File: src/rtl/luna_l0_pkg.sv
// rtl/luna_l0_pkg.sv - shared widths, thresholds, frame type and quantizer for layer-0 input path
package luna_l0_pkg;

  localparam int SAMPLE_W   = 16;
  localparam int QBITS      = 2;
  localparam int NUM_FEAT   = 3;
  localparam int FRAME_W    = NUM_FEAT * QBITS;
  localparam int NUM_THRESH = (1 << QBITS) - 1;
  localparam int IDX_W      = (NUM_FEAT > 1) ? $clog2(NUM_FEAT) : 1;

  // Threshold t sits at [t*SAMPLE_W +: SAMPLE_W], ascending from the LSB.
  localparam logic [NUM_THRESH*SAMPLE_W-1:0] THRESH = {16'sd512, 16'sd0, -16'sd512};

  typedef logic [FRAME_W-1:0] l0_frame_t;
  typedef logic [QBITS-1:0]   l0_code_t;

  function automatic l0_code_t quantize(input logic signed [SAMPLE_W-1:0] s);
    l0_code_t c;
    c = '0;
    for (int t = 0; t < NUM_THRESH; t++) begin
      if (s >= $signed(THRESH[t*SAMPLE_W +: SAMPLE_W])) c = c + l0_code_t'(1);
    end
    return c;
  endfunction

endpackage

File: src/rtl/l0_frame_fifo.sv
// rtl/l0_frame_fifo.sv - 2-entry frame FIFO with registered head output
module l0_frame_fifo #(
  parameter int W = 6
) (
  input  logic         clk,
  input  logic         rst_n,
  input  logic         in_valid,
  input  logic [W-1:0] in_data,
  output logic         full,
  output logic         out_valid,
  input  logic         out_ready,
  output logic [W-1:0] out_data
);

  logic [W-1:0] head_q, head_d, tail_q, tail_d;
  logic [1:0]   count_q, count_d;
  logic         pop;

  always_ff @(posedge clk or negedge rst_n) begin
    if (!rst_n) begin
      head_q  <= '0;
      tail_q  <= '0;
      count_q <= '0;
    end else begin
      head_q  <= head_d;
      tail_q  <= tail_d;
      count_q <= count_d;
    end
  end

  // Pushes while full are excluded by the producer holding its ready low.
  always_comb begin
    head_d  = head_q;
    tail_d  = tail_q;
    count_d = count_q;
    pop     = (count_q != 2'd0) && out_ready;
    case (count_q)
      2'd0: begin
        if (in_valid) begin
          head_d  = in_data;
          count_d = 2'd1;
        end
      end
      2'd1: begin
        if (in_valid && pop) begin
          head_d = in_data;
        end else if (in_valid) begin
          tail_d  = in_data;
          count_d = 2'd2;
        end else if (pop) begin
          count_d = 2'd0;
        end
      end
      default: begin
        if (pop) begin
          head_d  = tail_q;
          count_d = 2'd1;
        end
      end
    endcase
  end

  assign full      = (count_q == 2'd2);
  assign out_valid = (count_q != 2'd0);
  assign out_data  = head_q;

endmodule

File: src/rtl/layer0_input_quantizer.sv
// rtl/layer0_input_quantizer.sv - sample quantizer and frame collector feeding layer-0 neurons
// Optional FRAME_CNT_EN adds a 16-bit popped-frame counter port.
module layer0_input_quantizer
  import luna_l0_pkg::*;
(
  input  logic                clk,
  input  logic                rst_n,
  input  logic                s_valid,
  output logic                s_ready,
  input  logic [SAMPLE_W-1:0] s_data,
  input  logic                s_first,
  output logic                m_valid,
  input  logic                m_ready,
  output logic [FRAME_W-1:0]  m_data,
`ifdef FRAME_CNT_EN
  output logic [15:0]         frame_cnt,
`endif
  output logic                resync_err
);

  localparam logic [IDX_W-1:0] LAST_IDX = IDX_W'(NUM_FEAT - 1);

  logic [IDX_W-1:0] idx_q, idx_d;
  l0_frame_t        slots_q, slots_d;
  logic             resync_err_q, resync_err_d;
  l0_frame_t        push_data;
  logic             push, accept, at_last, fifo_full;
  l0_code_t         code;

  always_ff @(posedge clk or negedge rst_n) begin
    if (!rst_n) begin
      idx_q        <= '0;
      slots_q      <= '0;
      resync_err_q <= 1'b0;
    end else begin
      idx_q        <= idx_d;
      slots_q      <= slots_d;
      resync_err_q <= resync_err_d;
    end
  end

  assign code    = quantize(s_data);
  assign at_last = (idx_q == LAST_IDX);
  assign s_ready = !(at_last && fifo_full);
  assign accept  = s_valid && s_ready;

  // A resync beat restarts the frame with all other slots cleared.
  always_comb begin
    idx_d        = idx_q;
    slots_d      = slots_q;
    resync_err_d = 1'b0;
    push         = 1'b0;
    push_data    = slots_q;
    if (accept) begin
      if (s_first && (idx_q != '0)) begin
        slots_d              = '0;
        slots_d[QBITS-1:0]   = code;
        idx_d                = IDX_W'(1);
        resync_err_d         = 1'b1;
      end else if (at_last) begin
        push_data[(NUM_FEAT-1)*QBITS +: QBITS] = code;
        push    = 1'b1;
        slots_d = '0;
        idx_d   = '0;
      end else begin
        slots_d[idx_q*QBITS +: QBITS] = code;
        idx_d = idx_q + IDX_W'(1);
      end
    end
  end

  assign resync_err = resync_err_q;

  l0_frame_fifo #(.W(FRAME_W)) u_fifo (
    .clk       (clk),
    .rst_n     (rst_n),
    .in_valid  (push),
    .in_data   (push_data),
    .full      (fifo_full),
    .out_valid (m_valid),
    .out_ready (m_ready),
    .out_data  (m_data)
  );

`ifdef FRAME_CNT_EN
  logic [15:0] frame_cnt_q, frame_cnt_d;

  always_ff @(posedge clk or negedge rst_n) begin
    if (!rst_n) frame_cnt_q <= '0;
    else        frame_cnt_q <= frame_cnt_d;
  end

  always_comb begin
    frame_cnt_d = frame_cnt_q;
    if (m_valid && m_ready) frame_cnt_d = frame_cnt_q + 16'd1;
  end

  assign frame_cnt = frame_cnt_q;
`endif

endmodule

File: config.mk
export PLATFORM = sky130hd
export DESIGN_NAME = layer0_input_quantizer
export DESIGN_NICKNAME = d
export VERILOG_FILES = /design/src/rtl/luna_l0_pkg.sv /design/src/rtl/l0_frame_fifo.sv /design/src/rtl/layer0_input_quantizer.sv
export SDC_FILE = /design/constraint.sdc
export NUM_CORES = 1
export LEC_CHECK = 0
export CORE_ASPECT_RATIO = 1.4
export CORE_UTILIZATION = 45
export CTS_BUF_LIST = sky130_fd_sc_hd__clkbuf_4 sky130_fd_sc_hd__clkbuf_8
export DETAILED_ROUTE_END_ITERATION = 10
export PLACE_DENSITY_LB_ADDON = 0.25
export SYNTH_ARGS = -nofsm -noshare
export SYNTH_HDL_FRONTEND = slang
export SYNTH_SLANG_ARGS = --single-unit
File: constraint.sdc
create_clock -name clk -period 2.11 [get_ports clk]
set_input_delay 0.422 -clock clk [delete_from_list [all_inputs] [get_ports clk]]
set_output_delay 0.422 -clock clk [all_outputs]
set_load 0.02 [all_outputs]
==> results.py <==
metrics = {
    "place": {
        "io_buffers": 20,
        "pre_cts_ws_ps": -32.0,
        "dpl_cell_area_mm2": 0.00144,
        "gp_congestion": 0.760,
        "post-dp-hpwl_um": 1740,
    },
    "timing": {
        "fmax_mhz": 502,
        "slew_headroom_pct": 78.8,
        "finalMaxSlewViolations": 0,
        "setup_violations": 0,
        "worst_slack_ps": 119,
        "finalHoldViolations": 0,
        "rsz0062_at_grt": "false",
        "skew_ps": 6.26,
        "fin_crit_sh_pct": 94.4,
        "tightest_slew_ps": 316,
        "fin_crit_ps": 1990,
    },
    "worst_setup_path": {
        "endpoint": "s_ready",
        "crit_path_start": "idx_q[0]",
        "timing.rr.start": "idx_q[1]",
        "r2r-end": "u_fifo.out_data[1]",
        "cp.arrival_ps": 1570,
        "start_kind": "register",
        "worstSetupPathType": "register to output port",
        "cp-end-kind": "output port",
        "path_max_fanout": 5,
        "worstRegToRegCells": 6,
        "worstPathRequired_ps": 1690,
        "reg2reg_slack_ps": 220,
    },
    "clocking": {
        "cts_max_path_buffers": 2,
        "path_clk_slew_ps": 120,
        "cts_hold_buf": 0,
        "cts_tree": "done",
        "cts_sinks": 21,
        "clock_latency_ps": 300,
        "cts_root_buffer": "clkbuf_4",
        "cts_made_buffers": 3,
        "h-tree-depth": 1,
    },
    "power": {
        "vdd_drop_max_v": 0.000490,
        "p_leak_nw": 0.708,
        "powerDensity_mw_per_mm2": 715,
    },
    "yosys": {
        "syn_area_mm2": 0.00114,
        "synth_cell_types": 31,
        "muxShareOfSynthArea_pct": 14.6,
        "synth_area_per_cell_um2": 10.8,
        "synth-edff-count": 0,
        "synth-async-reset-ratio_pct": 100,
        "syn_nets": 134,
        "synth_xor_area_share_pct": 0.766,
        "yosys.area_share.simple_pct": 15.5,
        "ys_warn_count": 0,
        "ys_dominant_reg_cell": "dfrtp_1",
        "syn_inst": 106,
        "synth_top_family_by_area": "simple AND/OR/NAND/NOR gates",
        "synth_compound_area_share_pct": 11.1,
        "synthAdderAreaFrac_pct": 7.66,
        "synth_seq_cells": 21,
        "seq_area_frac_synth_pct": 46.0,
    },
    "global_routing": {
        "met3_usage_pct": 1.76,
        "grt_pass1_wl_um": 3690,
        "globalRouteMet1Util_pct": 23.3,
        "grt_pass1_vias": 872,
        "top_usage_layer": "met2",
        "grt_overflow_total": 0,
        "grtUsageTotal_pct": 18.3,
        "antenna_found_initial": 0,
        "met2_usage_pct": 32.1,
        "grt_max_degree": 22,
    },
    "floorplanning": {
        "die_area_mm2": 0.00275,
        "die_h_um": 61.6,
        "num_rows": 21,
        "io_pins": 30,
        "start_util_pct": 47.8,
        "die_x_um": 44.6,
        "core_mm2": 0.00239,
    },
    "drt": {
        "drtIter0Drc": 21,
        "drc": 0,
        "wl_per_cell_um": 12.5,
        "vias": 877,
        "drt-pass1-iter-count": 4,
        "drt.antenna.violating_nets": 0,
        "viasPerCell": 5.13,
        "route.final.wire_length_um": 2140,
    },
    "final_layout": {
        "final_common_cell": "dfrtp_1",
        "antenna-diode-count": 0,
        "nNetsFinal": 166,
        "final_cell_mix": "dfrtp_1 (20), clkdlybuf4s50_1 (18), mux2_2 (13)",
        "drive_above_1_share_pct": 24.1,
        "post-route-cell-area_mm2": 0.00147,
        "synthToLayoutAreaGrowth_pct": 28.7,
    },
    "status": {
        "status": "completed",
    },
    "worst_hold_path": {
        "hp-class": "input port to async pin",
    },
    "run": {
        "maxCapViolCount": 0,
    },
}
-- registers in the layout (all words and copies together) (netlist names) --
register and flops:
u_fifo.count_q 2, idx_q 2, u_fifo.tail_q 6, slots_q 4, resync_err 1, u_fifo.out_data 6
-- critical path: stages (launching register included) --
cell	delay, ps
dfrtp_1	400
inv_1	110
ha_2	240
nand3b_1	160
dlygate4sd2_1	360
-- report_power, final --
part | internal [W] | switching [W] | leakage [nW]
Combinational | 0.000185 | 0.000174 | 0.416
Sequential | 0.000465 | 0.0000360 | 0.278
Clock | 0.0000720 | 0.000120 | 0.0139
Total | 0.000723 | 0.000330 | 0.708
-- routing by layer --
metal	vias to the layer above	share of wire [%]
met2	11	55
met3	2	1.7
met5	-	0
li1	439	-
met1	425	42
met4	0	1.3
-- cells by family (layout without fill, tap and decap cells) --
kind of cell               Yosys count  after routing
xor gates and xnor gates             1              1
buffers and inverters               11             42
AOI/OAI and AO/OA                   19             19
and+or+nand+nor                     32             32
muxes                               15             15
adders and majority gates            7              7
DFF                                 21             21
-- worst min-delay path by stage --
stage | start | endpoint
finish | rst_n | u_fifo.tail_q[1]
floorplan | rst_n | idx_q[0]
global route | rst_n | u_fifo.tail_q[1]
global placement | u_fifo.tail_q[3] | u_fifo.tail_q[3]
detailed placement | u_fifo.tail_q[0] | u_fifo.tail_q[0]
CTS | rst_n | u_fifo.tail_q[1]
-- through the flow --
step	std cells	utilization, %	total power, W	hold slack (ps)	TNS (ps)
after global placement	167	60.1	0.000859	484	0
after floorplan	106	-	0.000703	126	0
after global routing	171	61.5	0.00113	447	0
after detailed placement	167	60.1	0.000874	492	-32.0
final	171	61.5	0.00105	451	0
after CTS	171	61.3	0.00107	454	0
-- Yosys cell counts, types with 2 or more instances --
cell / n / area, um2
a21oi_1: 5 / 25.0
nand3_1: 2 / 10.0
a221oi_1: 2 / 17.5
nor2_1: 7 / 26.3
nand2b_1: 2 / 12.5
o31ai_1: 2 / 15.0
dfrtp_1: 21 / 526
nand2_1: 9 / 33.8
o211ai_1: 2 / 15.0
o21ai_0: 4 / 20.0
ha_1: 7 / 87.6
nor3_1: 3 / 15.0
mux2i_1: 2 / 20.0
inv_1: 9 / 33.8
mux2_2: 13 / 146
-- timing repair --
action | 4_1_cts | 5_1_grt
cloned | 0 | 0
setup buffers | 0 | 0
setup endpoints to repair | 2 | 2
resized for setup | 2 | 2
-- cell type report --
| cell class | instances | area [um2] |
|---|---|---|
| well taps | 34 | 42.5 |
| repair buffers | 29 | 269 |
| fillers | 216 | 920 |
| multi-input cells | 74 | 569 |
| flip-flops and latches | 21 | 527 |
| inverters | 9 | 33.8 |
| clock buffers | 3 | 22.5 |
| clock inverters | 1 | 7.51 |
Power figures use the tool's default switching activity.
